`src/rtl/redmule_tcdm_splitter.sv`:
```
// rtl/redmule_tcdm_splitter.sv - splits one wide TCDM master port into MP narrow TCDM ports
// Tracks per-port grants and read responses so the wide side sees one grant and one aligned response.
module redmule_tcdm_splitter #(
    parameter int DW = 128,
    parameter int MP = 4,
    parameter int AW = 32
) (
    input  logic                 clk_i,
    input  logic                 rst_i,
    input  logic                 in_req_i,
    output logic                 in_gnt_o,
    input  logic [AW-1:0]        in_add_i,
    input  logic                 in_wen_i,
    input  logic [DW/8-1:0]      in_be_i,
    input  logic [DW-1:0]        in_data_i,
    output logic [DW-1:0]        in_r_data_o,
    output logic                 in_r_valid_o,
    output logic [MP-1:0]        out_req_o,
    input  logic [MP-1:0]        out_gnt_i,
    output logic [MP*AW-1:0]     out_add_o,
    output logic [MP-1:0]        out_wen_o,
    output logic [DW/8-1:0]      out_be_o,
    output logic [DW-1:0]        out_data_o,
    input  logic [DW-1:0]        out_r_data_i,
    input  logic [MP-1:0]        out_r_valid_i,
    output logic                 err_o
);

    localparam int NW = DW / MP;
    localparam int NB = NW / 8;

    logic [MP-1:0]         g_q;
    logic [MP-1:0]         v_q;
    logic                  rd_pend_q;
    logic                  err_q;
    logic [MP-1:0][NW-1:0] rbuf_q;

    logic                  issue_ok;
    logic                  rd_done;
    logic                  all_g;
    logic [MP-1:0]         req;
    logic [MP-1:0]         fire;

    // issue_ok depends only on response-side signals, so grants never feed back into requests
    always_comb begin
        rd_done  = rd_pend_q & (&(v_q | out_r_valid_i));
        issue_ok = ~rd_pend_q | rd_done;
        req      = {MP{in_req_i & issue_ok & ~rst_i}} & ~g_q;
        fire     = req & out_gnt_i;
        all_g    = &(g_q | fire);
    end

    assign out_req_o    = req;
    assign in_gnt_o     = in_req_i & issue_ok & all_g & ~rst_i;
    assign in_r_valid_o = rd_done;
    assign err_o        = err_q;
    assign out_wen_o    = {MP{in_wen_i}};
    assign out_be_o     = in_be_i;
    assign out_data_o   = in_data_i;

    for (genvar ii = 0; ii < MP; ii++) begin : g_slice
        assign out_add_o[ii*AW +: AW]  = in_add_i + AW'(ii * NB);
        assign in_r_data_o[ii*NW +: NW] = v_q[ii] ? rbuf_q[ii] : out_r_data_i[ii*NW +: NW];
    end

    always_ff @(posedge clk_i or posedge rst_i) begin
        if (rst_i) begin
            g_q       <= '0;
            v_q       <= '0;
            rd_pend_q <= 1'b0;
            err_q     <= 1'b0;
            rbuf_q    <= '0;
        end else begin
            g_q <= in_gnt_o ? '0 : (g_q | fire);

            if (in_gnt_o && in_wen_i) begin
                rd_pend_q <= 1'b1;
            end else if (rd_done) begin
                rd_pend_q <= 1'b0;
            end

            if (rd_done) begin
                v_q <= '0;
            end else if (rd_pend_q) begin
                v_q <= v_q | out_r_valid_i;
            end

            for (int ii = 0; ii < MP; ii++) begin
                if (rd_pend_q && out_r_valid_i[ii] && !v_q[ii]) begin
                    rbuf_q[ii] <= out_r_data_i[ii*NW +: NW];
                end
            end

            // spurious or duplicate narrow responses are dropped and only flagged here
            if (|(out_r_valid_i & (v_q | {MP{~rd_pend_q}}))) begin
                err_q <= 1'b1;
            end
        end
    end

endmodule
```
`config.mk`:
```
export PLATFORM = sky130hd
export DESIGN_NAME = redmule_tcdm_splitter
export DESIGN_NICKNAME = d
export VERILOG_FILES = /design/src/rtl/redmule_tcdm_splitter.sv
export SDC_FILE = /design/constraint.sdc
export NUM_CORES = 1
export LEC_CHECK = 0
export BUFFER_PORTS_ARGS = -buffer_cell sky130_fd_sc_hd__buf_2
export CAP_MARGIN = 15
export CORE_AREA = 2 2 286 288
export CTS_CLUSTER_SIZE = 24
export DETAILED_ROUTE_END_ITERATION = 8
export DIE_AREA = 0 0 288 290
export GPL_TIMING_DRIVEN = 0
export HOLD_SLACK_MARGIN = 0.15
export SYNTH_ARGS = -nofsm -noshare
export SYNTH_HDL_FRONTEND = slang
export SYNTH_SLANG_ARGS = --single-unit
```
`constraint.sdc`:
```
create_clock -name clk_i -period 11.8 [get_ports clk_i]
set_clock_uncertainty 0.15 [all_clocks]
set_input_delay 1.77 -clock clk_i [delete_from_list [all_inputs] [get_ports clk_i]]
set_output_delay 1.77 -clock clk_i [all_outputs]
set_load 0.05 [all_outputs]
```
==> results.md <==
- Gate Count Post-Synth: 900
- Post-route DRC violation count: 0
- Commonest non-fill, non-tap cells in the layout: buf_2 (589), mux2_2 (256), buf_4 (192), dfrtp_1 (138), xnor2_1 (58)
- RSZ-0062 raised after global routing: no
- Die footprint: 0.0835 sq mm
- Req. time, crit path: roughly 9.9 ns
- Clk buf depth: 2
- CTS Buf Count: 17
- Hpwl dp: 29400 um
- Chip height: 290 um
- Vias/cell: 3.39
- Synth top area cells: dfrtp_1 (35%), mux2_2 (29%), buf_4 (15%), xnor2_1 (5.2%), xor2_1 (2.1%)
- Congestion Overflow GR: 0
- I/O pin count: 727
- H-Tree Depth: 4
- Hold Startpoint: rbuf_q[47]
- Avg Cell Area, Syn: 10.9 sq um
- Vias in the first global route: 8492
- Final Cycle Share: 0.518
- PortBufs: 562
- Final WS setup: 5.69 ns
- Hold Crit Class: flop to flop
- Clock latency on the worst-skew pair: 0.47 ns
- Initial antenna violation count: 3
- CTS tree: done
- Type of origin of the critical path: input pin
- Post-CTS Setup Inserts: 0
- Fill count: between 8k and 9k
- Clock root buffer: clkbuf_16
- Antenna-violating nets left: 0
- Post-synth top area cell: dfrtp_1
- Critical R2R Launch: rd_pend_q
- # resized after CTS: 0
- Die Wd: 288 um
- CP max FO: 8
- Setup violations, final: 0
- First-pass GRT wire length: a little over 50000 um
- CTS sink cnt: around 140
- Critical Path AT: about 4.2 ns
- Fin util: 0.182
- Critical path class: input pin to output pin
- CORE AREA: 0.0802 sq mm
- Seq/Total Area, Yosys: 0.353
- Peak supply drop: 0.218 mV
- Non-filler cells, final: 2556
- F_max: 0.164 GHz
- Rows: 104
- Wire per inst: between 10 and 15 um
- Post-synth design cell area: 0.00979 sq mm
- Fin crit period: 6.11 ns
- Pwr Density: 248 mW/mm^2
- Pre-CTS WS: 5.69 ns
- Commonest non-fill, non-tap cell in the layout: buf_2
- Slew HR: 0.327
- Synth top area share: 0.353
- Synth warn: 0
- Vias: around 8.7k
- Syn Nets: roughly 1.2k
- CTS clk-pin slew, worst paths: 0.08 ns
- Total GRT Usage: 0.0821
- Final wirelength: 35900 um
- Max_cap viols: 0
- Total power: 3.61 mW
- Dpl cells: 2523
- Initial Util: 0.122
- Pleak: 6.98 nW
- Synth cell types: 37
- Initial DRT Pass Iterations: 4
- Area growth syn-to-layout: 48.8%
- Final TNS setup: 0 ns
- Slew at the pin closest to its max-slew limit: 1.01 ns
- Gpl congestion: 0.835
- CP Capture Type: output pin
- Crit path launch: in_add_i[2]
- #FFs+latches synth: between 100 and 150
- Count of final max-slew check failures: 0
- CTS Hold Bufs: 0
- Fin. Hold Viols: 0
- # nets final: 1802
- Status: complete, no violations
- Proportion of layout cells with a drive suffix above 1: 0.732
- Largest net degree at the start of global routing: just over 70
- DR iter-0 viols: 269
==> per-layer routing <==
| layer | up-vias | wire [um] | share of wire | track usage |
|---|---|---|---|---|
| met2 | 434 | 18200 | 0.51 | 0.146 |
| met1 | 4104 | 13800 | 0.38 | 0.0890 |
| met4 | 0 | 977 | 0.027 | 0.0346 |
| met3 | 49 | 2870 | 0.080 | 0.0256 |
| met5 | - | 0 | 0 | 0 |
| li1 | 4071 | - | - | - |
==> metrics by stage <==
| step | hold slack (ns) | cell area [sq um] |
|---|---|---|
| 2_1_floorplan | 0.324 | 9790 |
| 3_3_place_gp | 0.331 | 13900 |
| 3_5_place_dp | 0.334 | 14000 |
| 4_1_cts | 0.357 | 14600 |
| 5_1_grt | 0.364 | 14600 |
| 6_report | 0.353 | 14600 |
==> state kept, by name, summed over array words and instances, names as in the netlist <==
signal	flops
err_o	1
rbuf_q	128
v_q	4
rd_pend_q	1
g_q	4
==> worst max-delay path, stage by stage <==
cell and delay, ns:
buf_2 0.21, inv_1 0.15, ha_1 0.34, nand3b_1 0.42, nor4_2 0.65, nand3_1 0.17
xnor2_1 0.16, buf_2 0.29
==> final timing paths <==
| kind | endpoint | slack (ns) | depth (start not counted) |
|---|---|---|---|
| max reg2reg | rbuf_q[104] | 9.47 | 4 |
| min in group asynchronous | rbuf_q[60] | 1.20 | 2 |
| min reg2reg | rbuf_q[47] | 0.35 | 1 |
| max | out_add_o[120] | 5.69 | 8 |
| min | rbuf_q[47] | 0.35 | 1 |
| max in group asynchronous | rbuf_q[64] | 9.51 | 3 |
==> layout make-up <==
class	count	area (sq um)	share of cell area
flip-flops and latches	138	3450	0.237
plain buffers	240	1660	0.114
clock inverters	15	179	0.0123
well taps	1060	1330	0.0910
multi-input cells	511	4640	0.318
repair buffers	563	2840	0.195
clock buffers	17	425	0.0292
diodes	1	2.50	0.000172
inverters	11	48.8	0.00335
==> Yosys cell counts <==
cell type  instances
a21oi_1            6
a31oi_1            8
and2_1             4
and3_1             1
and4_1             5
buf_1              9
buf_2             27
buf_4            192
clkbuf_1           9
clkbuf_2           3
dfrtp_1          138
ha_1               4
inv_1             11
mux2_2           256
nand2_1           36
nand2_2            1
nand2b_1           1
nand3_1           22
nand3_2            1
nand3b_1           5
nand4_1           15
nand4_2            1
nor2_1            25
nor2b_1            1
nor3_1             6
nor4_1             3
nor4_2            10
nor4_4             2
o21ai_0            4
o21ai_1            1
o22ai_1            2
o32a_1             1
or2_2              5
or3_1              2
or3_4              1
xnor2_1           58
xor2_1            24
==> cell families (layout without fill, tap and decap cells) <==
| group | after synthesis | after routing | share of synthesized area |
|---|---|---|---|
| multiplexers | 256 | 256 | 0.294 |
| AO/OA/AOI/OAI | 22 | 22 | 0.0130 |
| XOR/XNOR | 82 | 82 | 0.0734 |
| AND/OR/NAND/NOR | 147 | 147 | 0.0877 |
| buffers and inverters | 251 | 846 | 0.174 |
| other | 0 | 1 | 0 |
| flip-flops | 138 | 138 | 0.353 |
| adder cells (fa/ha/maj) | 4 | 4 | 0.00511 |
==> report_power, final <==
part	total, mW	switching [mW]	internal (mW)
Combinational	2.24	1.53	0.712
Clock	0.568	0.283	0.286
Sequential	0.799	0.0982	0.701
Total	3.61	1.91	1.70
No activity file was read; power rests on OpenSTA's default activity.
